===== config.mk =====
export PLATFORM = sky130hd
export DESIGN_NAME = pcs_rx_sync
export DESIGN_NICKNAME = d
export VERILOG_FILES = /design/src/rtl/pcs_rx_sync.sv
export SDC_FILE = /design/constraint.sdc
export NUM_CORES = 1
export LEC_CHECK = 0
export ABC_AREA = 0
export CAP_MARGIN = 20
export CORE_AREA = 2 2 76 78
export DETAILED_ROUTE_END_ITERATION = 8
export DIE_AREA = 0 0 78 80
export GPL_TIMING_DRIVEN = 0
export PLACE_DENSITY = 0.56
export REMOVE_ABC_BUFFERS = 1
export SKIP_CTS_REPAIR_TIMING = 1
export SLEW_MARGIN = 30
export SYNTH_ARGS = -nofsm -noshare
export SYNTH_HDL_FRONTEND = slang
export SYNTH_SLANG_ARGS = --single-unit
export TNS_END_PERCENT = 100

===== constraint.sdc =====
create_clock -name GTX_CLK -period 3.9 [get_ports GTX_CLK]
set_clock_uncertainty 0.1 [all_clocks]
set_input_delay 0.39 -clock GTX_CLK [delete_from_list [all_inputs] [get_ports GTX_CLK]]
set_output_delay 0.39 -clock GTX_CLK [all_outputs]
set_load 0.05 [all_outputs]

===== src/rtl/pcs_rx_sync.sv =====
// 1000BASE-X PCS receive code-group synchronization: 8b/10b sub-block validity
// and running-disparity tracking, plus the comma-based acquire/lose sync FSM.
`timescale 1ns/1ps

module pcs_rx_sync #(
  parameter int ERR_LOSS     = 4,
  parameter int GOOD_RECOVER = 4
) (
  input  logic       GTX_CLK,
  input  logic       RESET,
  input  logic [9:0] rx_code_group,
  output logic [9:0] rx_code_group_o,
  output logic       cg_valid,
  output logic       comma_det,
  output logic       rx_even,
  output logic       sync_status,
  output logic       rd_pos
);

  localparam int EW = (ERR_LOSS > 1) ? $clog2(ERR_LOSS) : 1;
  localparam int GW = (GOOD_RECOVER > 1) ? $clog2(GOOD_RECOVER) : 1;
  localparam logic [EW-1:0] ERR_MAX  = EW'(ERR_LOSS - 1);
  localparam logic [GW-1:0] GOOD_MAX = GW'(GOOD_RECOVER - 1);

  typedef enum logic [2:0] {
    LOSS_OF_SYNC,
    COMMA_DETECT_1,
    COMMA_DETECT_2,
    COMMA_DETECT_3,
    ACQUIRE_SYNC_1,
    ACQUIRE_SYNC_2,
    SYNC_ACQUIRED
  } state_t;

  function automatic logic [2:0] ones6(input logic [5:0] b);
    logic [2:0] n;
    n = '0;
    for (int i = 0; i < 6; i++) n = n + {2'b00, b[i]};
    return n;
  endfunction

  function automatic logic [2:0] ones4(input logic [3:0] b);
    logic [2:0] n;
    n = '0;
    for (int i = 0; i < 4; i++) n = n + {2'b00, b[i]};
    return n;
  endfunction

  // 5b/6b legality: balanced codes are legal at either disparity, the rest
  // only in the column matching the current running disparity.
  function automatic logic valid6(input logic [5:0] b, input logic rd);
    logic neutral;
    logic unbal;
    case (b)
      6'b110001, 6'b101001, 6'b011001, 6'b100101, 6'b010101, 6'b110100,
      6'b001101, 6'b101100, 6'b011100, 6'b100011, 6'b010011, 6'b110010,
      6'b001011, 6'b101010, 6'b011010, 6'b100110, 6'b010110, 6'b001110:
        neutral = 1'b1;
      default: neutral = 1'b0;
    endcase
    if (!rd) begin
      case (b)
        6'b100111, 6'b011101, 6'b101101, 6'b110101, 6'b111000, 6'b111001,
        6'b010111, 6'b011011, 6'b111010, 6'b110011, 6'b110110, 6'b101110,
        6'b011110, 6'b101011, 6'b001111:
          unbal = 1'b1;
        default: unbal = 1'b0;
      endcase
    end else begin
      case (b)
        6'b011000, 6'b100010, 6'b010010, 6'b001010, 6'b000111, 6'b000110,
        6'b101000, 6'b100100, 6'b000101, 6'b001100, 6'b001001, 6'b010001,
        6'b100001, 6'b010100, 6'b110000:
          unbal = 1'b1;
        default: unbal = 1'b0;
      endcase
    end
    return neutral | unbal;
  endfunction

  // 3b/4b legality, primary and alternate x.7 both accepted.
  function automatic logic valid4(input logic [3:0] b, input logic rd);
    logic ok;
    // NOTE: every path assigns ok, so no storage is implied by this decode.
    case (b)
      4'b1001, 4'b0101, 4'b1010, 4'b0110: ok = 1'b1;
      4'b1011, 4'b1100, 4'b1101, 4'b1110, 4'b0111: ok = !rd;
      4'b0100, 4'b0011, 4'b0010, 4'b0001, 4'b1000: ok = rd;
      default: ok = 1'b0;
    endcase
    return ok;
  endfunction

  function automatic logic next_rd6(input logic [5:0] b, input logic rd);
    logic [2:0] n;
    n = ones6(b);
    if (n > 3'd3 || b == 6'b000111) return 1'b1;
    if (n < 3'd3 || b == 6'b111000) return 1'b0;
    return rd;
  endfunction

  function automatic logic next_rd4(input logic [3:0] b, input logic rd);
    logic [2:0] n;
    n = ones4(b);
    if (n > 3'd2 || b == 4'b0011) return 1'b1;
    if (n < 3'd2 || b == 4'b1100) return 1'b0;
    return rd;
  endfunction

  state_t          r_state;
  logic            r_rd;
  logic            r_even;
  logic [EW-1:0]   r_err_cnt;
  logic [GW-1:0]   r_good_cnt;
  logic [9:0]      r_cg;
  logic            r_valid;
  logic            r_comma;

  logic w_comma;
  logic w_rd_mid;
  logic w_rd_new;
  logic w_valid;
  logic w_even_pos;
  logic w_cgbad;

  assign w_comma    = (rx_code_group[9:3] == 7'b0011111) ||
                      (rx_code_group[9:3] == 7'b1100000);
  assign w_rd_mid   = next_rd6(rx_code_group[9:4], r_rd);
  assign w_rd_new   = next_rd4(rx_code_group[3:0], w_rd_mid);
  assign w_valid    = valid6(rx_code_group[9:4], r_rd) &&
                      valid4(rx_code_group[3:0], w_rd_mid);
  // The incoming code-group occupies the position after the last one.
  assign w_even_pos = ~r_even;
  assign w_cgbad    = !w_valid || (w_comma && !w_even_pos);

  always_ff @(posedge GTX_CLK or negedge RESET) begin
    if (!RESET) begin
      r_state    <= LOSS_OF_SYNC;
      r_rd       <= 1'b0;
      r_even     <= 1'b0;
      r_err_cnt  <= '0;
      r_good_cnt <= '0;
      r_cg       <= '0;
      r_valid    <= 1'b0;
      r_comma    <= 1'b0;
    end else begin
      r_cg    <= rx_code_group;
      r_valid <= w_valid;
      r_comma <= w_comma;
      r_rd    <= w_rd_new;
      // NOTE: default toggle; a later non-blocking write in the case below
      // overrides it because the last scheduled update to a register wins.
      r_even  <= ~r_even;

      case (r_state)
        LOSS_OF_SYNC: begin
          if (w_comma) begin
            r_state <= COMMA_DETECT_1;
            r_even  <= 1'b1;
          end
        end
        COMMA_DETECT_1: r_state <= (w_valid && !w_comma) ? ACQUIRE_SYNC_1 : LOSS_OF_SYNC;
        COMMA_DETECT_2: r_state <= (w_valid && !w_comma) ? ACQUIRE_SYNC_2 : LOSS_OF_SYNC;
        COMMA_DETECT_3: r_state <= (w_valid && !w_comma) ? SYNC_ACQUIRED  : LOSS_OF_SYNC;
        ACQUIRE_SYNC_1, ACQUIRE_SYNC_2: begin
          if (w_comma && w_even_pos) begin
            r_state <= (r_state == ACQUIRE_SYNC_1) ? COMMA_DETECT_2 : COMMA_DETECT_3;
            r_even  <= 1'b1;
          end else if (w_cgbad) begin
            r_state <= LOSS_OF_SYNC;
          end
        end
        SYNC_ACQUIRED: begin
          if (w_cgbad) begin
            r_good_cnt <= '0;
            if (r_err_cnt == ERR_MAX) begin
              r_state   <= LOSS_OF_SYNC;
              r_err_cnt <= '0;
            end else begin
              r_err_cnt <= r_err_cnt + EW'(1);
            end
          end else if (r_err_cnt != '0) begin
            // A run of good code-groups forgives one outstanding error.
            if (r_good_cnt == GOOD_MAX) begin
              r_err_cnt  <= r_err_cnt - EW'(1);
              r_good_cnt <= '0;
            end else begin
              r_good_cnt <= r_good_cnt + GW'(1);
            end
          end else begin
            r_good_cnt <= '0;
          end
        end
        default: r_state <= LOSS_OF_SYNC;
      endcase
    end
  end

  assign rx_code_group_o = r_cg;
  assign cg_valid        = r_valid;
  assign comma_det       = r_comma;
  assign rx_even         = r_even;
  assign rd_pos          = r_rd;
  assign sync_status     = (r_state == SYNC_ACQUIRED);

endmodule

# After elaboration in Yosys (flattened, before gate mapping)
# Memories as Yosys holds them, arrays and structs flattened.
# Cells that the tools add are included.
# classes
n_addsub	11
mux	36
mul	0
n_reduce_logical	23
n_bitwise	2
magnitude_cmp	4
n_eq_ne	30
div	0
n_shift	0
# ops
operator	count
$eq A4 B4 Y1 const B	7
$mux W3	8
$mux W1	18
$pmux W3 S6	1
$eq A4 B3 Y1 const B	4
$mux W2	7
$add A3 B1 Y3	4
$reduce_or A5 Y1	2
$eq A3 B3 Y1 const B	3
$eq A4 B2 Y1 const B	2
$eq A7 B5 Y1 const B	1
$eq A7 B7 Y1 const B	1
$add A2 B1 Y3	2
$eq A3 B2 Y1 const B	2
$eq A6 B3 Y1 const B	1
$eq A6 B6 Y1 const B	1
$gt A3 B2 Y1 const B	2
$logic_or A1 B1 Y1	6
$lt A3 B2 Y1 const B	2
$reduce_bool A2 Y1	3
$add A1 B1 Y2	2
$add A2 B1 Y2 const B	2
$eq A2 B2 Y1 const B	2
$eq A4 B1 Y1 const B	1
16 further kinds	22
# totals
ramBits	0
out_inout_bits	15
mem_bits_ro	192
word_cells	117
n_memories	3
latchBits	0
reg_bits	21
# mem_list
memory	depth	word_bits	read_ports	rd_clocked_by_memory_dff	wr	line_no	text
(no name shown)	64	1	1	0	0	54	case (b)
(no name shown)	64	1	1	0	0	62	case (b)
(no name shown)	64	1	1	0	0	70	case (b)

# Depth between registers and ports, before layout
# Gate-level depths: netlist (run 1).
# depth
word_depth	19
mapped_depth	13
depth_no_buf	13

# Worst setup path before layout (run 1)
# No wires, ideal clock.
# synth_path
path_kind	input port to flip-flop
startpoint	input port rx_code_group[4]
endpoint	register r_err_cnt[1]
path_slack_ps	500
cell_stages	13
arrival_ps	3155
path_cell_list	fa_1 > inv_1 > fa_1 > inv_1 > ha_1 > inv_1 > fa_1 > nand3b_1 > a31oi_1 > or4b_4 > a22oi_4 > a21o_1 > o2111ai_1
# synth_between
elab_chain_len	18
# synth_rtl
element	line_no	text
start, declared	11	input logic [9:0] rx_code_group,
$add A1 B1 Y2	38	for (int i = 0; i < 6; i++) n = n + {2'b00, b[i]};
$add A2 B1 Y3	38	
$add A3 B1 Y3 (3 in a row)	38	
$lt A3 B2 Y1	98	if (n < 3'd3 || b == 6'b111000) return 1'b0;
$logic_or A1 B1 Y1	98	
$mux W1 (2 in a row)	98	
$mux W1	99	return rd;
$mux W1	98	
$logic_not A1 Y1	87	4'b1011, 4'b1100, 4'b1101, 4'b1110, 4'b0111: ok = !rd;
$pmux W1 S3	85	case (b)
$logic_and A1 B1 Y1	130	assign w_valid = valid6(rx_code_group[9:4], r_rd) &&
$logic_not A1 Y1	134	assign w_cgbad = !w_valid || (w_comma && !w_even_pos);
$logic_or A1 B1 Y1 (*)	134	
$reduce_bool A2 Y1 (no source line)	n/a	
$reduce_and A3 Y1 (no source line)	n/a	
end signal, assigned	180	r_err_cnt <= r_err_cnt + EW'(1);
end signal, assigned	185	r_err_cnt <= r_err_cnt - EW'(1);
end, declared	113	logic [EW-1:0] r_err_cnt;
# Mark *: on every way between the ends. The rest lies on a longest branch, timed or not. The select of a mux whose other input is x is not followed.
# A chain may end at the register's enable or synchronous reset.

# Final worst setup path (run 1)
# layout_path
startpoint	input port rx_code_group[7]
endpoint	register r_good_cnt[0]
# layout_between
elab_chain_len	15
# layout_rtl
element	line_no	text
$add A3 B1 Y3 (3 in a row)	38	
$lt A3 B2 Y1	98	
$logic_or A1 B1 Y1	98	
$mux W1 (2 in a row)	98	
$mux W1	99	
$mux W1	98	
$logic_not A1 Y1	87	
$pmux W1 S3	85	
$logic_and A1 B1 Y1	130	
$logic_not A1 Y1	134	
$logic_or A1 B1 Y1 (*)	134	
$mux W2 (*)	174	if (w_cgbad) begin
end signal, assigned	188	r_good_cnt <= r_good_cnt + GW'(1);
end, declared	114	logic [GW-1:0] r_good_cnt;
# Marks and branches as above.

==> metrics.md, run 1 <==
| Metric | Value |
|---|---|
| Tightest Hold Check Type | `in2async` |
| Gr ovfl total | `0` |
| Failing checks | `hold timing` |
| Placement Setup Slack | `-0.420 ns` |
| Data required time of the critical path | `approximately 4.0 ns` |
| Fin crit share | `between 90% and 100%` |
| Gpl congestion | `between 0.7 and 0.8` |
| CP max stage cell | `or4b_4` |
| Worst-Margin Slew | `about 0.54 ns` |
| WP buf/inv | `4` |
| Initial antenna violation count | `0` |
| Largest net degree at the start of global routing | `22` |
| Die Span Y | `80 µm` |
| CP arrival | `~3.7 ns` |
| Mapped cell area | `approximately 0.0016 mm²` |
| Via/cell ratio | `roughly 4.8` |
| Fmax | `around 280 MHz` |
| Synth warn | `0` |
| Ant diodes | `0` |
| Ys async rst share | `100%` |
| Worst setup EP type | `flop` |
| Final cell count without fillers | `267` |
| Met3 Track Usage GR | `under 10%` |
| Worst stage delay on the critical path | `roughly 0.53 ns` |
| Mean Syn Cell Area | `between 9 and 10 µm²` |
| Max-Cap Viols | `0` |
| Ports | `27` |
| Total Routed Length | `3230 µm` |
| DRT antenna net count | `0` |
| H-Tree Depth | `1` |
| Fillers | `approximately 570` |
| Synth Flop Type | `dfrtp_1` |
| Num Clock Sinks | `21` |
| Gr usage total | `11.1%` |
| Cells along the critical path | `dlymetal6s2s_1, fa_1, inv_1, fa_1, inv_1, ha_1, inv_1, fa_1, nand3b_1, a31oi_2, or4b_4, a22oi_4, nand2_2, o31ai_1` |
| Met1 Resource Use GR | `approximately 15%` |
| DR WL/cell | `12.1 µm` |
| Busiest grt layer | `met2` |
| Synth top area share | `approximately a third` |
| Post-DP HPWL | `2450 µm` |
| EDFF count, synth | `0` |
| Num CTS Buffers | `3` |
| Setup_tns | `0 ns` |
| CTS root buffer | `clkbuf_8` |
| Cell accounting for the most synthesized area | `dfrtp_1` |
| Unrepaired setup endpoints after global routing | `false` |
| PD cells | `around 360 mW/mm²` |
| Layout cells sized above 1 | `slightly above 8%` |
| Pre-Repair DR Iteration Count | `5` |
| Final Util | `a little over a third` |
| Site row count | `27` |
| Min cycle time layout | `3.61 ns` |
| Iteration-0 DRC Markers | `75` |
| Clk slew on worst S/H paths | `0.08 ns` |
| Area growth syn-to-layout | `23.3%` |
| Die area | `between 0.006 and 0.007 mm²` |
| #FFs+latches synth | `21` |
| Cell family with most CP delay | `adder cells` |
| Initial core utilization | `between 20% and 30%` |
| I/O Buffers | `26` |
| CP Class | `in2reg` |
| Final WS setup | `0.287 ns` |
| CTS tree | `built` |
| Drt drc | `0` |
| Vias in the first global route | `1193` |
| Max Slew Vio Count | `0` |
| Met2 Usage GRT | `between 10% and 20%` |
| Clock Latency Late Sink | `0.26 ns` |
| Count of final hold-check violations | `21` |
| # setup viols final | `0` |
| DP Cell Count | `262` |
| Die Width | `78 µm` |
| Status | `finished, violations left` |
| Pleak | `0.859 nW` |
| Sequential area share after synthesis | `between 30% and 40%` |
| Worst-path fanout max | `13` |
| Max_slew headroom | `a little under two thirds` |
| Nets | `between 200 and 250` |
| Vias | `roughly 1300` |
| VDD IR max | `~0.15 mV` |
| Gate Count Post-Synth | `169` |
| Hold Worst Slack | `-0.0312 ns` |
| Worst setup SP type | `primary input` |
| First-pass GRT wire length | `roughly 5600 µm` |
| Top post-synthesis cells by area | `dfrtp_1 33%, ha_1 11%, fa_1 5.1%` |
| Cell variety after synth | `51` |
| Core area | `around 0.0054 mm²` |
| Clock Tree Buf Depth | `2` |
==> cells in the final DEF, fill, tap and decap left out, types with 2 or more instances in the layout <==
| cell | n |
|---|---|
| nand2b_1 | 5 |
| ha_1 | 14 |
| nor2_1 | 12 |
| buf_2 | 2 |
| clkdlybuf4s50_1 | 22 |
| dfrtp_1 | 21 |
| o211ai_1 | 2 |
| a21oi_1 | 2 |
| nor2b_1 | 3 |
| a32oi_1 | 2 |
| a21o_1 | 3 |
| a31oi_1 | 3 |
| o21bai_1 | 2 |
| a32o_1 | 2 |
| mux2i_1 | 2 |
| o21ai_1 | 2 |
| o2111ai_1 | 2 |
| or4b_4 | 2 |
| dlymetal6s2s_1 | 3 |
| clkbuf_8 | 3 |
| nand3_1 | 6 |
| nor3_1 | 4 |
| o31ai_1 | 3 |
| fa_1 | 4 |
| inv_1 | 18 |
| nand3b_1 | 3 |
| nand2_1 | 15 |
| or3_1 | 4 |
| a211oi_1 | 2 |
| o21ai_0 | 4 |
==> power breakdown <==
group          internal [mW]  switching [mW]
clock                 0.0712          0.0722
combinational          0.116           0.172
sequential             0.245          0.0320
==> synth_stat cells, drive strengths merged (4+ instances only) <==
| library cell | count |
|---|---|
| nand3 | 6 |
| o21ai | 6 |
| ha | 14 |
| buf | 4 |
| nor3 | 4 |
| nor2 | 12 |
| nand2b | 5 |
| nand2 | 17 |
| a31oi | 4 |
| or3 | 6 |
| dfrtp | 21 |
| inv | 18 |
| fa | 4 |
==> per-stage QoR <==
step	cell area [µm²]	total power, mW
floorplan	1540	0.474
global placement	1890	0.564
detailed placement	1890	0.567
CTS	1940	0.712
global route	1950	0.762
finish	1950	0.709
==> layer usage <==
| layer | routed length (µm) | vias to the layer above |
|---|---|---|
| li1 | - | 651 |
| met1 | 1630 | 597 |
| met2 | 1430 | 25 |
| met3 | 114 | 6 |
| met4 | 54 | 0 |
| met5 | 0 | - |
==> layout make-up <==
cell class / count / area [µm²] / area share, %
repair buffers: 27 / 268 / 13.7
inverters: 18 / 67.6 / 3.46
flip-flops and latches: 21 / 526 / 26.9
multi-input cells: 125 / 957 / 49.0
clock buffers: 3 / 41.3 / 2.11
well taps: 72 / 90.1 / 4.61
clock inverters: 1 / 5.00 / 0.256
==> flip-flops by register name, summed over array words and instances, names as in the netlist <==
signal and count:
r_err_cnt 2, cg_valid 1, rx_even 1, rx_code_group_o 10, r_state 3, comma_det 1
rd_pos 1, r_good_cnt 2
==> kinds of logic (layout without fill, tap and decap cells) <==
group                    Yosys count  in the layout  synth area share, %
AND/OR/NAND/NOR                   63             63                 22.0
AO/OA/AOI/OAI                     41             41                 20.0
buffers and inverters             23             49                 6.87
flip-flops                        21             21                 33.1
adder cells (fa/ha/maj)           18             18                 16.1
multiplexers                       2              2                 1.26
XOR/XNOR                           1              1                0.553
==> final timing paths <==
check / startpoint / slack, ns / endpoint / cells after the start
worst max-delay path: rx_code_group[7] / 0.29 / r_good_cnt[0] / 14
worst min-delay path: RESET / -0.03 / rx_code_group_o[8] / 1
worst max register to register: rd_pos / 1.92 / r_good_cnt[0] / 6
worst min register to register: r_good_cnt[1] / 0.39 / r_good_cnt[1] / 2
max in group asynchronous: RESET / 3.41 / rx_code_group_o[0] / 1
min in group GTX_CLK: rx_code_group[5] / 0.31 / rx_code_group_o[5] / 1
No activity file was read; power rests on OpenSTA's default activity.
==> inputs of run 2 (changes only) <==
Settings changed: CORE_AREA 2 2 76 78 to 2 2 70 85, DIE_AREA 0 0 78 80 to 0 0 72 87, HOLD_SLACK_MARGIN set to 0.08, SKIP_CTS_REPAIR_TIMING 1 to unset.
==> run 2 against run 1 <==
The run now ends clean. Sequential share of layout area increased by 0.21 points. Utilization decreased by 1.0 points. Worst hold slack improved by 0.35 ns. Register-to-register slack got worse by 0.15 ns. First-iteration DRC count increased by 19%. Critical endpoint is now r_good_cnt[1]. Largest power group unchanged. Highest routed layer unchanged.
==> metrics.md, run 2 (synthesis gave the netlist of run 1 again) <==
| Metric | Value |
|---|---|
| Status | `complete, no violations` |
| Fmax | `270 MHz (-2.3%)` |
| Vias in the first global route | `1274 (+6.8%)` |
| Clock Tree Buf Depth | `2 (unchanged)` |
| Hold Path Origin | `rx_code_group[7]` |
| Ant diodes | `0 (unchanged)` |
| Initial core utilization | `28.7% (-0.60 points)` |
| VDD IR max | `0.120 mV (-22%)` |
| Max reg flops | `10 (unchanged)` |
| Reg2reg start | `rd_pos` |
| Clock Latency Late Sink | `0.26 ns (about the same)` |
| Layout cells sized above 1 | `8.67% (+0.47 points)` |
| Max Slew Vio Count | `0 (unchanged)` |
| Unrepaired setup endpoints after global routing | `false` |
| Tightest Hold Check Type | `in2reg` |
| Pleak | `0.839 nW (-2.3%)` |
| First-pass GRT wire length | `5820 µm (+4.4%)` |
| Min cycle time layout | `3.70 ns (+0.0869 ns)` |
| CP Class | `in2reg` |
| Area growth syn-to-layout | `22.3%` |
| Fillers | `581 (+1.2%)` |
| Largest net degree at the start of global routing | `22 (unchanged)` |
| Fin crit share | `94.9% (+2.2 points)` |
| Drt drc | `0 (unchanged)` |
| CP arrival | `3.77 ns (+0.08 ns)` |
| DP Cell Count | `254 (-3.1%)` |
| CTS root buffer | `clkbuf_8` |
| Worst setup SP type | `primary input` |
| Nets | `227 (+0.44%)` |
| Site row count | `30 (+11%)` |
| Reg2reg end | `r_state[0]` |
| Vias | `1332 (+4.1%)` |
| Clk slew on worst S/H paths | `0.08 ns (about the same)` |
| Via/cell ratio | `5.12 (+6.9%)` |
| Pre-Repair DR Iteration Count | `4 (-1)` |
| Die Span Y | `87 µm (+8.8%)` |
| Num CTS Buffers | `3 (unchanged)` |
| Gpl congestion | `0.784 (-0.60%)` |
| Die area | `0.00626 mm² (+0.38%)` |
| Initial antenna violation count | `0 (unchanged)` |
| PD cells | `366 mW/mm² (+0.91%)` |
| Depth of the worst register-to-register path | `7 (+1)` |
| CTS tree | `built` |
| DRT antenna net count | `0 (unchanged)` |
| Max-Cap Viols | `0 (unchanged)` |
| Worst Hold Endpoint | `rx_code_group_o[7]` |
| Count of final hold-check violations | `0 (-100%)` |
| Final Util | `35.1% (-1.0 points)` |
| Worst-Margin Slew | `0.596 ns (+0.0549 ns)` |
| DR WL/cell | `12.8 µm (+6.1%)` |
| Post-CTS Setup Inserts | `0` |
| Core area | `0.00552 mm² (+2.1%)` |
| Commonest non-fill, non-tap cells in the layout | `22 x clkdlybuf4s50_1, 21 x dfrtp_1, 18 x inv_1` |
| Gr ovfl total | `0 (unchanged)` |
| Most common cell after layout, fill and taps aside | `clkdlybuf4s50_1` |
| Pwr Total | `710 µW (+0.14%)` |
| Worst reg2reg setup slack | `1.77 ns (-0.15 ns)` |
| # setup viols final | `0 (unchanged)` |
| Max_slew headroom | `60.1% (-3.7 points)` |
| Num Clock Sinks | `21 (unchanged)` |
| Final cell count without fillers | `260 (-2.6%)` |
| Worst setup EP type | `flop` |
| Worst-path fanout max | `7 (-6)` |
| Hold depth | `1` |
| Ports | `27 (unchanged)` |
| I/O Buffers | `26 (unchanged)` |
| Post-DP HPWL | `2530 µm (+3.5%)` |
| Total Routed Length | `3330 µm (+3.3%)` |
| Iteration-0 DRC Markers | `89 (+19%)` |
| Gr usage total | `11.5% (+0.39 points)` |
| Die Width | `72 µm (-7.7%)` |
| Data required time of the critical path | `3.97 ns (about the same)` |
| H-Tree Depth | `1 (unchanged)` |
run 2: per-stage QoR:
step	hold slack, ns	cell area [µm²]	setup WS, ns	TNS, ns
finish	0.318	1940	0.200	0
global route	0.329	1940	0.0147	0
CTS	0.403	1940	0.0809	0
detailed placement	0.289	1880	-0.499	-3.41
global placement	0.376	1880	-0.439	-3.00
floorplan	-0.00559	1540	0.481	0
run 2: worst max-delay path by stage:
stage / from / end / cells after the start
after global placement: rx_code_group[7] / r_err_cnt[0] / 14
final: rx_code_group[4] / r_good_cnt[1] / 14
after detailed placement: rx_code_group[7] / r_good_cnt[1] / 14
after global routing: rx_code_group[4] / r_good_cnt[0] / 14
after floorplan: rx_code_group[4] / r_good_cnt[0] / 13
after CTS: rx_code_group[7] / r_good_cnt[1] / 14
run 2: final cells by class:
type	instances	area, µm²	share of cell area (%)
Multi-Input combinational cell	125	957	49.4
Sequential cell	21	526	27.1
Timing Repair Buffer	28	263	13.5
Tap cell	64	80.1	4.13
Inverter	18	67.6	3.48
Clock buffer	3	41.3	2.13
Clock inverter	1	5.00	0.258
run 2: critical path, cell delays in order:
cell and delay (ns):
dlygate4sd2_1 0.33, fa_1 0.55, inv_1 0.05, fa_1 0.42
inv_1 0.07, ha_1 0.13, inv_1 0.05, fa_1 0.46
nand3b_1 0.13, a31oi_2 0.07, or4b_4 0.53, a22oi_4 0.24
nand2_2 0.09, o31ai_1 0.25
run 2: repair_timing:
item,in CTS,in global routing
gates resized for setup,4,2
endpoints found under the hold margin,21,0
setup endpoints to repair,7,6
hold buffers,1,0
run 2: where the power goes:
group	total, mW	leakage [nW]	switching (mW)	internal, mW
registers	0.276	0.257	0.0310	0.245
logic	0.290	0.556	0.175	0.116
clock network	0.144	0.0255	0.0724	0.0712
run 2: routing by layer:
metal / GRT usage (%) / part of all wire (%) / vias up
met5: 0 / 0 / -
met1: 14.1 / 45 / 647
li1: - / - / 654
met2: 20.9 / 51 / 27
met3: 1.16 / 3.0 / 4
met4: 3.60 / 1.1 / 0
==> inputs of run 3 (changes only) <==
Settings changed: ABC_CLOCK_PERIOD_IN_PS set to 3900.
==> results of run 3 <==
Final layout, timing and power as in run 2 (identical DEF).
==> RTL change: new RTL, config.mk and constraints of run 2 <==
Encoding of `state_t`: now one-hot (7 bits for 7 states).
--- a/src/rtl/pcs_rx_sync.sv
+++ b/src/rtl/pcs_rx_sync.sv
@@ -22,14 +22,14 @@
   localparam logic [EW-1:0] ERR_MAX  = EW'(ERR_LOSS - 1);
   localparam logic [GW-1:0] GOOD_MAX = GW'(GOOD_RECOVER - 1);
 
-  typedef enum logic [2:0] {
-    LOSS_OF_SYNC,
-    COMMA_DETECT_1,
-    COMMA_DETECT_2,
-    COMMA_DETECT_3,
-    ACQUIRE_SYNC_1,
-    ACQUIRE_SYNC_2,
-    SYNC_ACQUIRED
+  typedef enum logic [6:0] {
+    LOSS_OF_SYNC   = 7'b0000001,
+    COMMA_DETECT_1 = 7'b0000010,
+    COMMA_DETECT_2 = 7'b0000100,
+    COMMA_DETECT_3 = 7'b0001000,
+    ACQUIRE_SYNC_1 = 7'b0010000,
+    ACQUIRE_SYNC_2 = 7'b0100000,
+    SYNC_ACQUIRED  = 7'b1000000
   } state_t;
 
   function automatic logic [2:0] ones6(input logic [5:0] b);
Check against the original RTL: no difference found for any inputs over 10 cycles, from zero or initial values and one cycle with RESET low; not proved beyond that.
==> RTL change against run 2 <==
Highest routed layer unchanged. Power up 1.9%. Final area grew 8.4%. Sequential cell count rose by 4. Critical endpoint is now r_err_cnt[0]. Critical path type unchanged. Worst setup slack better by 0.064 ns. Area after synthesis rose by 9.7%. Cell count grew 4.6%. Wire length grew 8.2%. Combinational power is 11% lower. Synthesized cell count rose by 8.3%.
==> RTL change: results (changes against run 2) <==
- Status: finished, final reports clean
- Logic inverters: 17 (-1)
- WHS: 0.331 ns (+0.0131 ns)
- Met1 Usage GRT: 0.168 (+0.0274)
- Slew @ Worst Pin: 0.586 ns (-0.0101 ns)
- Area of the multi-input gates: 1010 um^2 (+5.8%)
- Met3 Track Usage GR: 0.0139 (+0.00231)
- Filler cells: 583 (+0.34%)
- Reg clk slew, reported paths: 0.10 ns (+0.02 ns)
- Total track usage: 0.127 (+0.0129)
- Gate power share: 0.357 (-0.052)
- Mean routed wirelength per cell: 13.3 um (+3.5%)
- CP max stage cell: dlygate4sd2_1
- Leakage: 0.931 nW (+11%)
- Worst reg2reg path depth: 6 (-1)
- Worst Setup SP: rx_code_group[7]
- CP max FO: 15 (+8)
- Sink Count: 25 (+19%)
- Top cells by count, synth: 24 x dfrtp_1, 18 x nand2_1, 16 x inv_1
- Largest stage delay, worst path: 0.53 ns (-0.02 ns)
- Multi-input gate count: 135 (+8.0%)
- Later-pin clock latency in the skew report: 0.28 ns (+0.02 ns)
- Peak VDD IR: 137 uV (+14%)
- R2R Setup Slk: 1.79 ns (+0.02 ns)
- Synth unique cells: 54 (+5.9%)
- R2R Path End: r_err_cnt[0]
- Routability cong.: 0.742 (-5.3%)
- Via count: 1431 (+7.4%)
- First-pass GRT wire length: 6.33 mm (+8.8%)
- DR iter-0 viols: 65 (-27%)
- Seq. pwr: 0.299 mW (+8.3%)
- Internal power: 0.456 mW (+5.6%)
- Final Power: 0.723 mW (+1.9%)
- Synth area leaders: dfrtp_1 35%, ha_1 10%, fa_1 4.6%
- CP arrival: 3.71 ns (-0.06 ns)
- Worst Hold Path EP: rx_code_group_o[4]
- Vias in the first global route: 1347 (+5.7%)
- Non-CTS buffers: 27 (-3.6%)
- Hold_sp: rx_code_group[4]
- Fin nets: 239 (+5.3%)
- Reg2reg start: r_state[3]
- Sequential share of cell area: 0.298 (+0.0272)
- Share of layout cells above drive strength 1: 0.0865 (-0.000196)
- Clock-cell share: 0.0232 (-0.000657)
- Final non-clock buffer share: 0.128 (-0.00751)
- Post-synthesis sequential area ratio: 0.360 (+0.0289)
- Met2 Use GR: 0.215 (+0.00673)
- Hpwl dp: 2.61 mm (+3.1%)
-- RTL change: timing repair --
action | CTS | global route
endpoints found under the hold margin | 24 | 0
gates resized for setup | 1 | 2
setup endpoints to repair | 2 | 5
hold buffers | 1 | 0
-- RTL change: logic make-up after synthesis --
kind of cell,after synthesis,synth area share
buf+inv,23,0.0576
xor+xnor,3,0.0151
flops,25,0.360
fa+ha+maj,18,0.147
simple gates,70,0.227
mux,5,0.0331
compound gates,39,0.160
-- RTL change: through the flow --
stage	area [um^2]	cells	util	setup slack, ns
after floorplan	1700	177	-	0.707
after global placement	2040	267	0.371	-0.280
after detailed placement	2040	267	0.370	-0.341
after CTS	2100	272	0.380	0.0502
after global routing	2100	272	0.381	0.0708
final	2100	272	0.381	0.263
-- RTL change: routing by layer --
layer | vias up | routed length [um]
li1 | 696 | -
met1 | 701 | 1700
met2 | 29 | 1740
met3 | 5 | 98
met4 | 0 | 63
met5 | - | 0
